===== src/rtl/keypad_pkg.sv =====
// Shared types and the key decode table for the 4x4 keypad scanner.
package keypad_pkg;

  localparam int NUM_ROWS = 4;
  localparam int NUM_COLS = 4;

  typedef enum logic [1:0] {
    SCAN,
    DEBOUNCE,
    HELD,
    RELEASE
  } scan_state_t;

  // Matrix position to hex legend as printed on the keypad.
  function automatic logic [3:0] key_map(input logic [1:0] row_idx, input logic [1:0] col_idx);
    logic [3:0] code;
    case ({row_idx, col_idx})
      4'b00_00: code = 4'h1;
      4'b00_01: code = 4'h2;
      4'b00_10: code = 4'h3;
      4'b00_11: code = 4'hA;
      4'b01_00: code = 4'h4;
      4'b01_01: code = 4'h5;
      4'b01_10: code = 4'h6;
      4'b01_11: code = 4'hB;
      4'b10_00: code = 4'h7;
      4'b10_01: code = 4'h8;
      4'b10_10: code = 4'h9;
      4'b10_11: code = 4'hC;
      4'b11_00: code = 4'hE;
      4'b11_01: code = 4'h0;
      4'b11_10: code = 4'hF;
      default:  code = 4'hD;
    endcase
    return code;
  endfunction

endpackage


===== src/rtl/sync_2ff.sv =====
// Two-flop synchronizer for asynchronous level inputs.
module sync_2ff #(
  parameter int WIDTH = 4
) (
  input  logic             i_clk,
  input  logic             i_rst_n,
  input  logic [WIDTH-1:0] i_d,
  output logic [WIDTH-1:0] o_q
);

  logic [WIDTH-1:0] r_meta;
  logic [WIDTH-1:0] r_sync;

  always_ff @(posedge i_clk or negedge i_rst_n) begin
    if (!i_rst_n) begin
      r_meta <= '0;
      r_sync <= '0;
    end else begin
      r_meta <= i_d;
      r_sync <= r_meta;
    end
  end

  assign o_q = r_sync;

endmodule


===== src/rtl/keypad_scan_ctrl.sv =====
// 4x4 keypad scanner: column strobing, press/release debounce, one event per press
// and a two-digit history for the seven-segment display path.
module keypad_scan_ctrl
  import keypad_pkg::*;
#(
  parameter int SCAN_DIV        = 40,
  parameter int DEBOUNCE_CYCLES = 200
) (
  input  logic       clk,
  input  logic       reset,
  input  logic [3:0] rows,
  output logic [3:0] cols,
  output logic       key_valid,
  output logic [3:0] key_code,
  output logic       key_held,
  output logic [3:0] digit_new,
  output logic [3:0] digit_old
);

  localparam int DW_W = (SCAN_DIV > 1) ? $clog2(SCAN_DIV) : 1;
  localparam int DB_W = (DEBOUNCE_CYCLES > 1) ? $clog2(DEBOUNCE_CYCLES) : 1;
  localparam logic [DW_W-1:0] DW_LAST = DW_W'(SCAN_DIV - 1);
  localparam logic [DB_W-1:0] DB_LAST = DB_W'(DEBOUNCE_CYCLES - 1);

  scan_state_t     r_state,     w_state;
  logic [DW_W-1:0] r_dwell,     w_dwell;
  logic [DB_W-1:0] r_db_cnt,    w_db_cnt;
  logic [1:0]      r_col_idx,   w_col_idx;
  logic [1:0]      r_row_idx,   w_row_idx;
  logic            r_key_valid, w_key_valid;
  logic [3:0]      r_key_code,  w_key_code;
  logic            r_key_held,  w_key_held;
  logic [3:0]      r_digit_new, w_digit_new;
  logic [3:0]      r_digit_old, w_digit_old;

  logic [3:0]      w_rows_s;
  logic            w_onehot;
  logic [1:0]      w_hot_idx;
  logic            w_row_hi;

  sync_2ff #(.WIDTH(NUM_ROWS)) u_rows_sync (
    .i_clk  (clk),
    .i_rst_n(reset),
    .i_d    (rows),
    .o_q    (w_rows_s)
  );

  always_comb begin
    w_hot_idx = '0;
    for (int i = 0; i < NUM_ROWS; i++) begin
      if (w_rows_s[i]) w_hot_idx = 2'(i);
    end
  end

  assign w_onehot = $onehot(w_rows_s);
  assign w_row_hi = w_rows_s[r_row_idx];

  always_ff @(posedge clk or negedge reset) begin
    if (!reset) begin
      r_state     <= SCAN;
      r_dwell     <= '0;
      r_db_cnt    <= '0;
      r_col_idx   <= '0;
      r_row_idx   <= '0;
      r_key_valid <= 1'b0;
      r_key_code  <= '0;
      r_key_held  <= 1'b0;
      r_digit_new <= '0;
      r_digit_old <= '0;
    end else begin
      r_state     <= w_state;
      r_dwell     <= w_dwell;
      r_db_cnt    <= w_db_cnt;
      r_col_idx   <= w_col_idx;
      r_row_idx   <= w_row_idx;
      r_key_valid <= w_key_valid;
      r_key_code  <= w_key_code;
      r_key_held  <= w_key_held;
      r_digit_new <= w_digit_new;
      r_digit_old <= w_digit_old;
    end
  end

  // Only the latched row is watched once a key is captured; other rows are ignored.
  always_comb begin
    w_state     = r_state;
    w_dwell     = r_dwell;
    w_db_cnt    = r_db_cnt;
    w_col_idx   = r_col_idx;
    w_row_idx   = r_row_idx;
    w_key_valid = 1'b0;
    w_key_code  = r_key_code;
    w_key_held  = r_key_held;
    w_digit_new = r_digit_new;
    w_digit_old = r_digit_old;
    case (r_state)
      SCAN: begin
        if (r_dwell == DW_LAST) begin
          w_dwell = '0;
          if (w_onehot) begin
            w_row_idx = w_hot_idx;
            w_db_cnt  = '0;
            w_state   = DEBOUNCE;
          end else begin
            w_col_idx = r_col_idx + 2'd1;
          end
        end else begin
          w_dwell = r_dwell + 1'b1;
        end
      end
      DEBOUNCE: begin
        if (!w_row_hi) begin
          w_state   = SCAN;
          w_col_idx = r_col_idx + 2'd1;
          w_dwell   = '0;
          w_db_cnt  = '0;
        end else if (r_db_cnt == DB_LAST) begin
          w_key_valid = 1'b1;
          w_key_code  = key_map(r_row_idx, r_col_idx);
          w_digit_new = key_map(r_row_idx, r_col_idx);
          w_digit_old = r_digit_new;
          w_key_held  = 1'b1;
          w_db_cnt    = '0;
          w_state     = HELD;
        end else begin
          w_db_cnt = r_db_cnt + 1'b1;
        end
      end
      HELD: begin
        if (!w_row_hi) begin
          w_db_cnt = '0;
          w_state  = RELEASE;
        end
      end
      RELEASE: begin
        if (w_row_hi) begin
          w_db_cnt = '0;
          w_state  = HELD;
        end else if (r_db_cnt == DB_LAST) begin
          w_key_held = 1'b0;
          w_db_cnt   = '0;
          w_dwell    = '0;
          w_col_idx  = r_col_idx + 2'd1;
          w_state    = SCAN;
        end else begin
          w_db_cnt = r_db_cnt + 1'b1;
        end
      end
      default: w_state = SCAN;
    endcase
  end

  assign cols      = 4'b0001 << r_col_idx;
  assign key_valid = r_key_valid;
  assign key_code  = r_key_code;
  assign key_held  = r_key_held;
  assign digit_new = r_digit_new;
  assign digit_old = r_digit_old;

endmodule


===== config.mk =====
export PLATFORM = sky130hd
export DESIGN_NAME = keypad_scan_ctrl
export DESIGN_NICKNAME = d
export VERILOG_FILES = /design/src/rtl/keypad_pkg.sv /design/src/rtl/sync_2ff.sv /design/src/rtl/keypad_scan_ctrl.sv
export SDC_FILE = /design/constraint.sdc
export NUM_CORES = 1
export LEC_CHECK = 0
export ABC_CLOCK_PERIOD_IN_PS = 5450
export CAP_MARGIN = 10
export CORE_MARGIN = 4
export CORE_UTILIZATION = 45
export DETAILED_ROUTE_END_ITERATION = 7
export PLACE_DENSITY = 0.66
export SLEW_MARGIN = 20
export SYNTH_ARGS = -nofsm -noshare
export SYNTH_HDL_FRONTEND = slang
export SYNTH_HIERARCHICAL = 1
export SYNTH_SLANG_ARGS = --single-unit

===== constraint.sdc =====
create_clock -name clk -period 5.45 [get_ports clk]
set_input_delay 1.09 -clock clk [delete_from_list [all_inputs] [get_ports clk]]
set_output_delay 1.09 -clock clk [all_outputs]
set_load 0.05 [all_outputs]

### After elaboration in Yosys (flattened, before gate mapping)

Memory sizes are Yosys's and may differ from the RTL's. A register that Yosys moved wholly into a read port is not among the register bits.
Cells that the tools add are included.

| cells by class | value |
|---|---|
| div/mod/pow operators | 0 |
| bitwise operators | 0 |
| $lt $le $gt $ge | 1 |
| $mul | 0 |
| mux-type cells | 39 |
| shifts and indexed selects | 1 |
| reductions and logical operators | 12 |
| equality and inequality tests | 17 |
| add/subtract/negate cells | 6 |

Operators by type and width:

| cell | number |
|---|---|
| $mux 8 | 6 |
| $pmux 8 s4 | 1 |
| $mux 2 | 14 |
| $mux 6 | 4 |
| $ne 2x2->1 const B | 9 |
| $pmux 6 s3 | 1 |
| $reduce_and 5->1 | 2 |
| $mux 1 | 9 |
| $reduce_and 3->1 | 3 |
| $add 8x1->8 const B | 1 |
| $eq 8x8->1 const B | 1 |
| $pmux 2 s4 | 1 |
| $add 6x1->6 const B | 1 |
| $eq 6x6->1 const B | 1 |
| $ne 3x3->1 const B | 2 |
| $pmux 2 s3 | 1 |
| $reduce_and 6->1 | 1 |
| $add 1x1->2 | 2 |
| $eq 2x2->1 const B | 2 |
| $reduce_and 4->1 | 1 |
| $shl 1x2->4 const A | 1 |
| $add 2x2->3 | 1 |
| $eq 3x1->1 const B | 1 |
| $lt 2x3->1 const B | 1 |
| 8 further kinds | 9 |

| storage, ports and cells | value |
|---|---|
| output and inout bits | 18 |
| memories | 2 |
| word-level logic and storage cells | 88 |
| register bits after elaboration | 34 |
| memory bits (writable) | 0 |
| input port bits | 6 |
| latch bits | 0 |
| memory bits (read-only) | 128 |

Memory list:

| name | words | bits a word | rd ports | clocked after memory_dff | wr ports | line | source |
|---|---|---|---|---|---|---|---|
| (no name shown) | 16 | 4 | 1 | 1 | 0 | keypad_pkg.sv:17 | `case ({row_idx, col_idx})` |
| (no name shown) | 16 | 4 | 1 | 1 | 0 | keypad_pkg.sv:17 |  |

### Logic depth before layout (Yosys ltp)

Gate-level depths: netlist (run 1).

| logic depth | value |
|---|---|
| depth in word-level cells | 6 |
| mapped depth | 11 |
| mapped depth without buffers | 10 |

### Cells and area by module

Netlist (run 1), hierarchy kept.

By module, submodules not included:

| module | seq. area each (sq um) | area an instance (sq um) | instances | cells an instance |
|---|---|---|---|---|
| keypad_scan_ctrl | 750.7 | 1834.3 | 1 | 188 |
| sync_2ff | 200.2 | 200.2 | 1 | 8 |

### Worst setup path after synthesis (run 1)

No wires, ideal clock.

| timing | value |
|---|---|
| path type | register -> register |
| start point | register u_rows_sync.r_sync[0] (netlist: u_rows_sync/o_q[0]) |
| end point | register r_db_cnt[2] |
| setup slack | 2749 ps |
| buffers on the path | 1 |
| library setup time | 118 ps |
| period minus slack after synthesis | 2701 ps |
| cell stages (with the launch flop) | 12 |
| data arrival time | 2583 ps |
| data required time | 5332 ps |
| path through | dfrtp_1 -> inv_1 -> fa_1 -> inv_1 -> ha_1 -> ha_1 -> nor4bb_1 -> nand4_1 -> a211o_1 -> clkbuf_1 -> o21bai_1 -> a21o_1 |

| between the ends | value |
|---|---|
| cells in the longest elaborated chain, start to end | 5 |
| elaborated cells on any way between the ends | 11 |
| classes of those cells | add/sub: 2; eq/ne: 3; mux: 5; reduce/logical: 1 |

RTL lines:

| element | line | source |
|---|---|---|
| start: declaration | sync_2ff.sv:12 | `logic [WIDTH-1:0] r_sync;` |
| start signal: assignment | sync_2ff.sv:20 | `r_sync <= r_meta;` |
| $add 1x1->2 (implied by the code) | keypad_scan_ctrl.sv:55 | `assign w_onehot = $onehot(w_rows_s);` |
| $add 2x2->3 (implied by the code) | keypad_scan_ctrl.sv:55 |  |
| $eq 3x1->1 | keypad_scan_ctrl.sv:55 |  |
| $ne 2x2->1 (no source line) | -- |  |
| $reduce_and 3->1 (no source line) | -- |  |
| end signal: assignment | keypad_scan_ctrl.sv:73 | `r_db_cnt <= w_db_cnt;` |
| end: declaration | keypad_scan_ctrl.sv:27 | `logic [DB_W-1:0] r_db_cnt, w_db_cnt;` |

Parallel ways exist; a longest one is shown, timed or not. The select of a mux whose other input is x is not followed.
A chain may end at the register's enable or synchronous reset.

### Worst setup path after layout (run 1)

| timing | value |
|---|---|
| start point | register u_rows_sync.r_sync[0] (netlist: u_rows_sync/o_q[0]) |
| end point | register r_db_cnt[4] |

The elaborated chain is that of the path after synthesis.

==> summary.md, run 1 <==
| Metric | Value |
|---|---|
| Global route overflow | `0` |
| Die Span X | `75.2 microns` |
| Synth top area share | `46.7%` |
| Final period utilization | `55.6%` |
| Final Skew | `0.00678 ns` |
| IO Port Bufs | `23` |
| Top FF cell, synth | `dfrtp_1` |
| Initial antenna violation count | `0` |
| Worst-Margin Slew | `0.500 ns` |
| Endpoints failing hold | `0` |
| Area grow syn2layout | `16.4%` |
| Setup TNS | `0 ns` |
| Startpoint Class | `flop` |
| Switching pwr | `347 uW` |
| Share of cells above drive strength 1 | `12.4%` |
| Classification of the worst setup path | `flop to flop` |
| CTS max path bufs | `2` |
| Gr usage total | `16.1%` |
| Status | `completed` |
| Int Power | `552 uW` |
| Wire per inst | `14.9 microns` |
| Cell variety after synth | `40` |
| First DRT Iteration DRCs | `45` |
| Sequential area share after synthesis | `46.7%` |
| Asr flop ratio synth | `100%` |
| # Post-CTS Setup Buffers | `0` |
| Overall routed net length | `4010 microns` |
| Post-CTS sizing | `0` |
| Clk slew on worst S/H paths | `0.08 ns` |
| Vias | `1517` |
| Starting Density | `46.7%` |
| Slew headroom | `66.5%` |
| Ranking of synthesized cells by area | `dfrtp_1 47%, ha_1 6.2%, mux2_2 5.0%` |
| PD cells | `379 mW/mm^2` |
| Crit-path max FO | `11` |
| Placed Cells | `261` |
| Syn Nets | `213` |
| Fillers | `370` |
| Hold Crit Class | `flop to flop` |
| Worst Path Arrival | `3.26 ns` |
| Comb pwr share | `35.3%` |
| Required @ worst endpoint | `5.68 ns` |
| Leakage power | `0.00105 uW` |
| TritonCTS Buffers | `5` |
| Io pins | `24` |
| # hold bufs at CTS | `0` |
| Gpl congestion | `0.900` |
| Post-Syn Instances | `196` |
| Root buf cell | `clkbuf_8` |
| Number of endpoints failing setup at the final stage | `0` |
| Final min period | `3.03 ns` |
| Clk sinks | `38` |
| Post-DP HPWL | `2960 microns` |
| H-tree depth | `2` |
| Core area | `0.00435 sq mm` |
| Syn avg cell area | `10.4 sq um` |
| Die ar. | `0.00566 sq mm` |
| Drt pass-1 iters | `4` |
| Number of global-route vias before repair | `1442` |
| Crit. End Element | `flop` |
| Commonest cells in the netlist | `38 x dfrtp_1, 17 x nand2_1, 13 x o21ai_0` |
| Clk Latency, worst-skew pair | `0.29 ns` |
| Via density | `5.64` |
| Max Cap Viol | `0` |
| Final Net Count | `233` |
| Largest net degree at the start of global routing | `39` |
| Register share of total power | `42.1%` |
| Synthesis-stage register bit count | `38` |
| Post-synth design cell area | `0.00203 sq mm` |
| DRC Markers | `0` |
| Sw Share | `38.6%` |
| Hold WS | `0.351 ns` |
| CTS tree | `yes` |
| Post-route ant nets | `0` |
| Number of flops mapped to enable cells by yosys | `0` |
| Ant diodes | `0` |
| Unrepaired setup endpoints after global routing | `false` |
| Slew Viols, Final | `0` |
| First-pass GRT wire length | `6840 microns` |
| Chip Height | `75.2 microns` |
| Pwr Total | `899 uW` |
| VDD IR max | `201 uV` |
| Yosys warnings | `6` |
| Count leader, synth | `dfrtp_1` |
| Clock power share | `22.6%` |
| Synth area leader | `dfrtp_1` |
| Fin cells | `269` |
| Cell Rows | `24` |
| Max Fclk | `330 MHz` |
[stage by stage]
stage	area [sq um]	util, %	setup WS [ns]
after floorplan	2030	-	2.75
after global placement	2270	52.2	2.54
final	2370	54.4	2.42
after CTS	2370	54.4	2.44
after global routing	2370	54.4	2.24
after detailed placement	2270	52.2	2.45
[cell type report]
class / count / area [sq um] / share of cell area (%)
multi-input cells: 134 / 967 / 40.8
repair buffers: 25 / 245 / 10.4
flip-flops and latches: 38 / 951 / 40.1
clock inverters: 2 / 12.5 / 0.528
well taps: 52 / 65.1 / 2.75
inverters: 12 / 45.0 / 1.90
clock buffers: 6 / 82.6 / 3.49
[power by group through the flow]
stage          combinational, uW  clock, uW  sequential [uW]
5_1_grt                      353        223              386
3_3_place_gp                 306          0              380
6_report                     318        203              378
2_1_floorplan                271          0              352
4_1_cts                      322        209              378
3_5_place_dp                 322          0              383
[path summary, 6_finish.rpt]
check	startpoint	endpoint	slack, ns	cells after the start
max in group asynchronous	reset	u_rows_sync/o_q[2]$_DFF_PN0_	3.90	2
worst min register to register	u_rows_sync/r_meta[3]$_DFF_PN0_	u_rows_sync/o_q[3]$_DFF_PN0_	0.35	0
worst max-delay path	u_rows_sync/o_q[0]$_DFF_PN0_	r_db_cnt[4]$_DFFE_PN0P_	2.42	10
worst min-delay path	u_rows_sync/r_meta[3]$_DFF_PN0_	u_rows_sync/o_q[3]$_DFF_PN0_	0.35	0
min in group asynchronous	reset	digit_old[3]$_DFFE_PN0P_	1.21	2
worst max register to register	u_rows_sync/o_q[0]$_DFF_PN0_	r_db_cnt[4]$_DFFE_PN0P_	2.42	10
[kinds of logic (layout without fill, tap and decap cells)]
family                   Yosys count  count (layout)  share of synthesized area, %
AO/OA/AOI/OAI                     35              35                          11.1
adder cells (fa/ha/maj)           11              11                          7.13
buffers and inverters             24              45                          5.72
XOR/XNOR                           1               1                         0.431
flip-flops                        38              38                          46.7
AND/OR/NAND/NOR                   69              69                          18.1
multiplexers                      18              18                          10.8
[flip-flops by register name, summed over array words and instances, names as in the netlist, 2 cells and up, named ones only]
name,flops
r_dwell,6
r_col_idx,2
r_row_idx,2
digit_old,4
r_db_cnt,8
u_rows_sync/o_q,4
u_rows_sync/r_meta,4
key_code,4
[worst max-delay path, stage by stage, from the launching register on]
cell      delay [ns]
dfrtp_1         0.36
inv_1           0.07
fa_1            0.53
inv_1           0.04
ha_1            0.17
ha_1            0.29
nor4bb_1        0.29
nand4_1         0.16
a211o_1         0.46
or4_1           0.51
nand3_1         0.09
[placed cells by master (no fill, tap or decap), types with 7 or more instances in the layout]
cell type         n
a21oi_1           7
clkdlybuf4s50_1  23
dfrtp_1          38
ha_1             10
inv_1            12
mux2_2            9
nand2_1          17
nand3_1           9
nor2_1           12
o21ai_0          13
[per-layer routing]
metal / track usage [%] / vias to the layer above / wire length (microns)
met5: 0 / - / 0
met4: 5.24 / 0 / 64
met3: 4.01 / 7 / 168
met2: 27.2 / 27 / 2020
met1: 20.3 / 750 / 1760
li1: - / 733 / -
No activity file was read; power rests on OpenSTA's default activity.
==> run 2, diff against run 1 <==
- ABC_CLOCK_PERIOD_IN_PS: 5450 -> 2600
- PLACE_DENSITY: 0.66 -> 0.69
- clock period: 5.45 -> 2.6 ns (I/O delays scaled with it)
==> summary.md, run 2 (synthesis gave the netlist of run 1 again) <==
| Metric | Value |
|---|---|
| Failing checks | `setup timing` |
| CTS max path bufs | `2 (unchanged)` |
| Final Net Count | `242 (was 233)` |
| Initial antenna violation count | `0 (unchanged)` |
| Status | `complete, but fails checks (was completed)` |
| TritonCTS Buffers | `5 (unchanged)` |
| Max Fclk | `368 MHz (was 330 MHz)` |
| Largest Register | `r_db_cnt (unchanged)` |
| Clk Latency, worst-skew pair | `0.29 ns (about the same)` |
| Gpl congestion | `0.811 (was 0.900)` |
| Int Power | `1430 uW (was 552 uW)` |
| First DRT Iteration DRCs | `74 (was 45)` |
| Number of endpoints failing setup at the final stage | `5 (was 0)` |
| Final min period | `2.72 ns (was 3.03 ns)` |
| Gr usage total | `15.6% (was 16.1%)` |
| Startpoint Class | `flop (unchanged)` |
| Final period utilization | `105% (was 55.6%)` |
| Drt pass-1 iters | `4 (unchanged)` |
| Clk sinks | `38 (unchanged)` |
| Ant diodes | `0 (unchanged)` |
| VDD IR max | `356 uV (was 201 uV)` |
| Die Span X | `75.2 microns (unchanged)` |
| Chip Height | `75.2 microns (unchanged)` |
| # hold bufs at CTS | `0 (unchanged)` |
| Starting Density | `46.7% (unchanged)` |
| Post-route ant nets | `0 (unchanged)` |
| Worst Path Arrival | `2.90 ns (was 3.26 ns)` |
| Final Skew | `0.00600 ns (was 0.00678 ns)` |
| CP Cell Sequence | `inv_2 -> fa_1 -> inv_1 -> ha_2 -> ha_4 -> nor4bb_2 -> nand4_1 -> a211o_1 -> buf_6 -> o21bai_1 -> a21o_1 (was inv_1 -> fa_1 -> inv_1 -> ha_1 -> ha_1 -> nor4bb_1 -> nand4_1 -> a211o_1 -> or4_1 -> nand3_1)` |
| Pre-CTS setup slack | `-0.227 ns (was 2.45 ns)` |
| Largest net degree at the start of global routing | `39 (unchanged)` |
| PD cells | `854 mW/mm^2 (was 379 mW/mm^2)` |
| Final worst setup slack | `-0.119 ns (was 2.42 ns)` |
| Max FFs per register | `8 (unchanged)` |
| Most frequent cells in the layout | `38 x dfrtp_1, 22 x clkdlybuf4s50_1, 15 x nand2_1, 12 x nor2_1, 11 x o21ai_0 (was 38 x dfrtp_1, 23 x clkdlybuf4s50_1, 17 x nand2_1, 13 x o21ai_0)` |
| Clock power share | `28.4% (was 22.6%)` |
| Sw Share | `34.1% (was 38.6%)` |
| Clk slew on worst S/H paths | `0.07 ns (was 0.08 ns)` |
| Comb pwr share | `36.2% (was 35.3%)` |
| Leading cell type in the layout, fill and taps excluded | `dfrtp_1 (unchanged)` |
| Vias | `1548 (was 1517)` |
| Io pins | `24 (unchanged)` |
| Hold Crit Class | `primary input to asynchronous set/reset pin (was flop to flop)` |
| Worst-Margin Slew | `0.820 ns (was 0.500 ns)` |
| Slew Viols, Final | `0 (unchanged)` |
| H-tree depth | `2 (unchanged)` |
| Slowest CP cell | `fa_1 (unchanged)` |
| Slew headroom | `45.3% (was 66.5%)` |
| Root buf cell | `clkbuf_8 (unchanged)` |
| Post-DP HPWL | `2730 microns (was 2960 microns)` |
| Register share of total power | `35.4% (was 42.1%)` |
| Die ar. | `0.00566 sq mm (unchanged)` |
| Required @ worst endpoint | `2.79 ns (was 5.68 ns)` |
| Share of cells above drive strength 1 | `21.2% (was 12.4%)` |
| Global route overflow | `0 (unchanged)` |
| Leakage power | `0.00113 uW (was 0.00105 uW)` |
| Crit-path max FO | `4 (was 11)` |
| Number of global-route vias before repair | `1464 (was 1442)` |
| Crit. End Element | `flop (unchanged)` |
| DRC Markers | `0 (unchanged)` |
| Via density | `5.57 (was 5.64)` |
| Area grow syn2layout | `24.6% (was 16.4%)` |
| Endpoints failing hold | `0 (unchanged)` |
| Largest stage delay, worst path | `0.53 ns (about the same)` |
| IO Port Bufs | `23 (unchanged)` |
| Unrepaired setup endpoints after global routing | `true (was false)` |
| Overall routed net length | `3850 microns (was 4010 microns)` |
| Core area | `0.00435 sq mm (unchanged)` |
| Cell Rows | `24 (unchanged)` |
| First-pass GRT wire length | `6650 microns (was 6840 microns)` |
| Switching pwr | `738 uW (was 347 uW)` |
| Largest regs | `r_db_cnt (8), r_dwell (6) (unchanged)` |
| Classification of the worst setup path | `flop to flop (unchanged)` |
| CTS tree | `yes (unchanged)` |
| Max Cap Viol | `0 (unchanged)` |
| Fillers | `400 (was 370)` |
| Wire per inst | `13.8 microns (was 14.9 microns)` |
| Pwr Total | `2160 uW (was 899 uW)` |
[run 2: cell count changes in the layout (fill, tap and decap cells not counted), sizes merged]
cell and delta:
clkinv -1, buf +10, bufinv +2, clkdlybuf4s50 -1
clkinvlp -1
[run 2: metal layers]
metal | track usage, % | share of wire (%)
met1 | 19.9 | 42
met2 | 25.2 | 49
met3 | 4.01 | 6.7
met4 | 6.41 | 1.8
met5 | 0 | 0
[run 2: timing repair]
item,CTS,global route
pin swaps,8,5
resized for setup,10,6
gates cloned,0,0
setup buffers,2,1
setup endpoints to repair,10,11
[run 2: path summary, 6_finish.rpt]
| check | from | end | slack (ns) | cells after the start |
|---|---|---|---|---|
| max | u_rows_sync/o_q[3]$_DFF_PN0_ | r_db_cnt[2]$_DFFE_PN0P_ | -0.12 | 11 |
| min | reset | key_code[1]$_DFFE_PN0P_ | 0.31 | 1 |
| max reg2reg | u_rows_sync/o_q[3]$_DFF_PN0_ | r_db_cnt[2]$_DFFE_PN0P_ | -0.12 | 11 |
| min reg2reg | u_rows_sync/r_meta[3]$_DFF_PN0_ | u_rows_sync/o_q[3]$_DFF_PN0_ | 0.35 | 0 |
| max in group asynchronous | reset | r_dwell[0]$_DFFE_PN0P_ | 1.75 | 1 |
| min in group clk | u_rows_sync/r_meta[3]$_DFF_PN0_ | u_rows_sync/o_q[3]$_DFF_PN0_ | 0.35 | 0 |
[run 2: through the flow]
step	area (sq um)	setup TNS [ns]	instances	util, %	hold WS [ns]
finish	2530	-0.413	278	58.2	0.312
global route	2530	-1.84	278	58.2	0.359
floorplan	2040	-0.0198	196	-	0.224
CTS	2510	-0.801	277	57.6	0.353
global placement	2310	-0.290	267	53.1	0.332
detailed placement	2310	-0.902	267	53.1	0.336
[run 2: worst max-delay path: cells and delay by family (launching register included)]
family / cells / cell delay (ns)
AND/OR/NAND/NOR: 2 / 0.40
AO/OA/AOI/OAI: 3 / 0.68
adder cells (fa/ha/maj): 3 / 0.93
flip-flops: 1 / 0.37
buffers and inverters: 3 / 0.23
[run 2: cell type report]
cell class	instances	area (sq um)	share of cell area [%]
Inverter	12	45.0	1.78
Sequential cell	38	951	37.5
Clock buffer	6	82.6	3.26
Timing Repair Buffer	34	319	12.6
Clock inverter	2	60.1	2.37
Multi-Input combinational cell	134	1010	39.9
Tap cell	52	65.1	2.57
[run 2: power groups by stage]
| stage | Combinational (uW) | Clock (uW) | Sequential (uW) |
|---|---|---|---|
| 6_report | 784 | 614 | 765 |
| 5_1_grt | 872 | 651 | 783 |
| 4_1_cts | 771 | 628 | 764 |
| 3_5_place_dp | 729 | 0 | 775 |
| 3_3_place_gp | 718 | 0 | 772 |
| 2_1_floorplan | 583 | 0 | 737 |
==> run 3, diff against run 2 <==
- CTS_CLUSTER_DIAMETER: default -> 100
==> results of run 3 <==
The final DEF is identical to that of run 2; final timing and power are the same.
==> RTL change 1, RTL diff (settings of run 3) <==
Register the output `cols`, cleared by the reset; this adds one clock of latency there. The other outputs are not delayed to match.
--- a/src/rtl/keypad_scan_ctrl.sv
+++ b/src/rtl/keypad_scan_ctrl.sv
@@ -151,5 +151,11 @@
   end
 
-  assign cols      = 4'b0001 << r_col_idx;
+  always_ff @(posedge clk or negedge reset) begin
+    if (!reset) begin
+      cols <= '0;
+    end else begin
+      cols <= 4'b0001 << r_col_idx;
+    end
+  end
   assign key_valid = r_key_valid;
   assign key_code  = r_key_code;
Behaviour: not the same (Yosys sat finds a counterexample within 4 cycles, from zero or initial values and one cycle with reset low).
==> RTL change 1 against run 3 <==
- the run still ends with setup timing left
- combinational power increased by 18%
- non-clock buffer count stayed put
- synthesized area rose by 13%
- power rose by 2.4%
- first-iteration DRC count up 23%
- setup slack improved by 0.096 ns
- critical path type unchanged
- routed wire length grew 11%
- sequential cell count rose by 4
- synthesized cell count increased by 4.1%
- via count rose by 4.8%
- design area up 7.7%
==> RTL change 1: results (changes against run 3) <==
metric,value,unit,change
status,"complete, but fails checks",,unchanged
violations,setup timing,,unchanged
stdcell_count,301,,was 278
arrival,2.81,ns,was 2.90 ns
layout.nets,251,,was 242
slowest_stage,fa_1,,unchanged
p_leak,1.13,nW,about the same
grt_max_degree,43,,was 39
cts_root_buf,clkbuf_8,,unchanged
cp_top_family,adder cells,,unchanged
crit_fanout,7,,was 4
dp_hpwl,3190,um,was 2730 um
setup_ws,-0.0222,ns,was -0.119 ns
ys_warn_count,6,,unchanged
setup_viol_count_final,1,,was 5
syn-num-nets,221,,was 213
initialDrtViolationCount,91,,was 74
wl_per_cell,14.2,um,was 13.8 um
io_buffers,23,,unchanged
layout-drive-gt1-share,21.4,%,was 21.2%
hp-class,input port to async pin,,unchanged
max_stage_delay,0.52,ns,
cts_buffer_depth,2,,unchanged
slew_viol_final,0,,unchanged
first_pass_iters,4,,unchanged
cts_buffers,5,,unchanged
synth_cell_types,57,,was 40
synthArstFlopShare,100,%,unchanged
grt_pass1_wl,7950,um,was 6650 um
grt_usage,16.2,%,was 15.6%
vias_per_cell,5.39,,was 5.57
placed_cells,293,,was 267
routabilityCongestion,0.817,,was 0.811
synth_area_leaders,"dfrtp_1 (46%), mux2_2 (5.9%), ha_1 (5.4%)",,"was dfrtp_1 (47%), ha_1 (6.2%), mux2_2 (5.0%)"
placed_area,2630,um2,was 2310 um2
grt_antenna_before_repair,0,,unchanged
ys_seq_area_share,45.6,%,was 46.7%
switchingPower,0.862,mW,was 0.738 mW
hold_viol_final,0,,unchanged
worst_setup_path_start_kind,register,,unchanged
rr_worst_depth,9,,was 11
ir_drop,427,uV,was 356 uV
slew-limit-headroom,39.6,%,was 45.3%
clock_latency,0.29,ns,about the same
yosys-top-cells-count,"dfrtp_1 (42), o21ai_0 (18), nand2_1 (13), inv_1 (12), mux2_2 (12)",,"was dfrtp_1 (38), nand2_1 (17), o21ai_0 (13), inv_1 (12), nor2_1 (12)"
htreeDepth,2,,unchanged
syn_inst,204,,was 196
reg.largest.list,"r_db_cnt: 8 flops, r_dwell: 6 flops",,unchanged
setup_tns,-0.0222,ns,was -0.413 ns
ys.flop_type,dfrtp_1,,unchanged
finClkSkew,0.00617,ns,was 0.00600 ns
cts.clk_slew.worst_paths,0.08,ns,
grt_pass1_vias,1701,,was 1464
n_antenna_cell,0,,unchanged
[RTL change 1: cell types whose count changed in the layout (fill, tap and decap cells not counted), moves of 4 or more]
cell and change:
a211o_1 -4, a21oi_1 -4, dfrtp_1 +4, nor2_1 -8, o211ai_1 +4, o21ai_0 +6
[RTL change 1: per-stage QoR]
step                util, %  setup slack, ns  power [mW]
detailed placement     54.3          -0.0626        1.83
floorplan                 -         0.000880        1.55
finish                 56.3          -0.0222        2.21
global placement       54.3          -0.0195        1.80
global route           56.3           -0.162        2.42
CTS                    55.9          -0.0287        2.23
[RTL change 1: area by class of cell]
class                           count  area [um2]
Sequential cell                    42        1050
Clock buffer                        5        68.8
Multi-Input combinational cell    139        1160
Fill cell                         421        2120
Clock inverter                      2        10.0
Timing Repair Buffer               34         312
Inverter                           12        45.0
Tap cell                           67        83.8
[RTL change 1: cell families after synthesis]
logic type / share of synthesized area, %
xor+xnor: 0.380
flops: 45.6
fa+ha+maj: 6.30
mux: 12.9
compound gates: 16.7
simple gates: 13.1
buf+inv: 5.10
[RTL change 1: power groups by stage]
stage	Clock (mW)	Combinational, mW	Sequential, mW
3_5_place_dp	0	0.914	0.912
5_1_grt	0.449	1.04	0.927
3_3_place_gp	0	0.892	0.909
2_1_floorplan	0	0.589	0.960
6_report	0.391	0.924	0.900
4_1_cts	0.407	0.919	0.900
[RTL change 1: final timing paths]
check / startpoint / end / slack [ns]
worst max-delay path: u_rows_sync/o_q[3] / r_db_cnt[4] / -0.02
worst min-delay path: reset / r_db_cnt[1] / 0.35
worst max register to register: u_rows_sync/o_q[3] / r_db_cnt[4] / -0.02
worst min register to register: u_rows_sync/r_meta[2] / u_rows_sync/o_q[2] / 0.35
max in group asynchronous: reset / u_rows_sync/o_q[3] / 1.67
min in group clk: u_rows_sync/r_meta[2] / u_rows_sync/o_q[2] / 0.35
[RTL change 1: repair_timing]
item | CTS | global route
resized for setup | 1 | 3
endpoints found under the setup margin | 5 | 8
pin swaps | 1 | 1
endpoints found under the hold margin | 0 | 0
buffers inserted | 0 | 1
[RTL change 1: per-layer routing]
metal | share of wire, % | vias up | track usage (%)
met3 | 3.7 | 6 | 4.74
met4 | 1.1 | 0 | 4.81
met1 | 48 | 786 | 21.2
met2 | 47 | 24 | 25.9
li1 | - | 806 | -
met5 | 0 | - | 0
[RTL change 1: worst register-to-register path: stages (launching register included)]
cell and delay (ns):
dfrtp_1 0.36, inv_2 0.05, fa_1 0.52, inv_1 0.04
ha_2 0.17, ha_4 0.21, or3b_4 0.37, o31a_1 0.34
or2_1 0.25, a22o_1 0.20
==> RTL change 2, RTL diff (config.mk and constraints of run 3) <==
Without the edit above. `SCAN_DIV`: 40 -> 80.
--- a/src/rtl/keypad_scan_ctrl.sv
+++ b/src/rtl/keypad_scan_ctrl.sv
@@ -4,5 +4,5 @@
   import keypad_pkg::*;
 #(
-  parameter int SCAN_DIV        = 40,
+  parameter int SCAN_DIV        = 80,
   parameter int DEBOUNCE_CYCLES = 200
 ) (
Function: no difference found for any inputs over 10 cycles, from zero or initial values and one cycle with reset low; that may be too few to reach the edited logic, so the function may still have changed.
==> RTL change 2 against run 3 <==
- via count grew 0.84%
- setup slack gained 0.30 ns
- synthesized area grew 2.3%
- core utilization shrank 3.4 points
- sequential cell count grew 1
- routed wire length shrank 3.5%
- design area shrank 4.5%
- critical endpoint is now cols[0]
- largest cell class is now registers
- highest routed layer unchanged
Power is not compared: it rests on default switching activity, and its combinational part moved more than twofold at a synthesized area within 25%.
==> RTL change 2: results (changes against run 3) <==
metric,value,unit,change
vias_per_cell,5.70,,was 5.57
grt_pass1_vias,1531,,was 1464
dp_hpwl,2690,um,was 2730 um
synth.avg_cell_area,10.5,um2,was 10.4 um2
synth-xor-area-share,0.842,%,was 0.431%
dp_slack,0.0615,ns,was -0.227 ns
initialDrtViolationCount,60,,was 74
grt_max_degree,40,,was 39
finalWirelength,3710,um,was 3850 um
ys_seq_area_share,46.9,%,was 46.7%
p_leak,1.05,nW,
yosys-top-cells-count,"dfrtp_1 (39), inv_1 (18), nand2_1 (16), o21ai_0 (14), ha_1 (10)",,"was dfrtp_1 (38), nand2_1 (17), o21ai_0 (13), inv_1 (12), nor2_1 (12)"
layout.nets,238,,was 242
status,completed,,"was complete, but fails checks"
arrival,1.90,ns,was 2.90 ns
grt_pass1_wl,6880,um,was 6650 um
synth_cell_types,42,,was 40
synthAdderAreaFrac,6.98,%,was 7.13%
crit_fanout,7,,was 4
placed_area,2330,um2,was 2310 um2
grt_usage,14.2,%,was 15.6%
synth_area_leaders,"dfrtp_1 (47%), ha_1 (6.0%), mux2_2 (4.9%)",,"was dfrtp_1 (47%), ha_1 (6.2%), mux2_2 (5.0%)"
ys_warn_count,6,,unchanged
syn-num-nets,216,,was 213
layout-drive-gt1-share,12.6,%,was 21.2%
synth_compound_area_share,14.1,%,was 11.1%
wl_per_cell,13.5,um,was 13.8 um
synth_mux_area_share,11.1,%,was 10.8%
cts.clk_slew.worst_paths,0.07,ns,about the same
reg.largest.list,"r_db_cnt: 8 flops, r_dwell: 7 flops",,"was r_db_cnt: 8 flops, r_dwell: 6 flops"
finClkSkew,0.00617,ns,was 0.00600 ns
placed_cells,266,,was 267
==> RTL change 2: metal layers <==
layer / vias to the layer above / part of all wire, % / GRT usage, %
li1: 760 / - / -
met3: 4 / 5.5 / 3.90
met5: - / 0 / 0
met1: 760 / 44 / 17.2
met2: 37 / 50 / 24.0
met4: 0 / 1.3 / 5.34
==> RTL change 2: final cells by class <==
cell class	count	area, um2
tap	52	65.1
inverter	18	67.6
clock buffer	7	76.3
fill	412	1990
timing repair buffer	27	255
multi-input combinational	130	975
sequential	39	976
clock inverter	1	5.00
==> RTL change 2: cell families (layout without fill, tap and decap cells) <==
kind of cell / after synthesis / count (layout)
xor gates and xnor gates: 2 / 2
DFF: 39 / 39
buffers and inverters: 30 / 53
AOI/OAI and AO/OA: 45 / 45
and+or+nand+nor: 53 / 53
muxes: 19 / 19
adders and majority gates: 11 / 11
==> RTL change 2: final timing paths <==
path | startpoint | end | slack, ns | cells after the start
setup / recovery | r_col_idx[0] | cols[0] | 0.18 | 3
hold / removal | reset | digit_old[1] | 0.33 | 1
setup reg to reg | u_rows_sync/o_q[0] | r_col_idx[1] | 0.19 | 9
hold reg to reg | u_rows_sync/r_meta[2] | u_rows_sync/o_q[2] | 0.35 | 0
max in group asynchronous | reset | r_db_cnt[1] | 1.72 | 1
min in group clk | u_rows_sync/r_meta[2] | u_rows_sync/o_q[2] | 0.35 | 0
==> RTL change 2: repair_timing <==
item,in CTS,in global routing
buffers inserted,0,0
setup endpoints to repair,0,10
resized for setup,0,2
==> RTL change 2: worst max-delay path, cell delays in order (launching register included) <==
cell and delay (ns):
dfrtp_1 0.47, inv_1 0.16, ha_1 0.18, clkdlybuf4s50_1 0.80
==> RTL change 2: power groups by stage <==
stage | logic [mW] | registers [mW] | clock network [mW]
2_1_floorplan | 0.0159 | 0.627 | 0
3_3_place_gp | 0.0374 | 0.628 | 0
3_5_place_dp | 0.0390 | 0.628 | 0
4_1_cts | 0.0388 | 0.616 | 0.405
5_1_grt | 0.0457 | 0.617 | 0.429
6_report | 0.0393 | 0.616 | 0.382
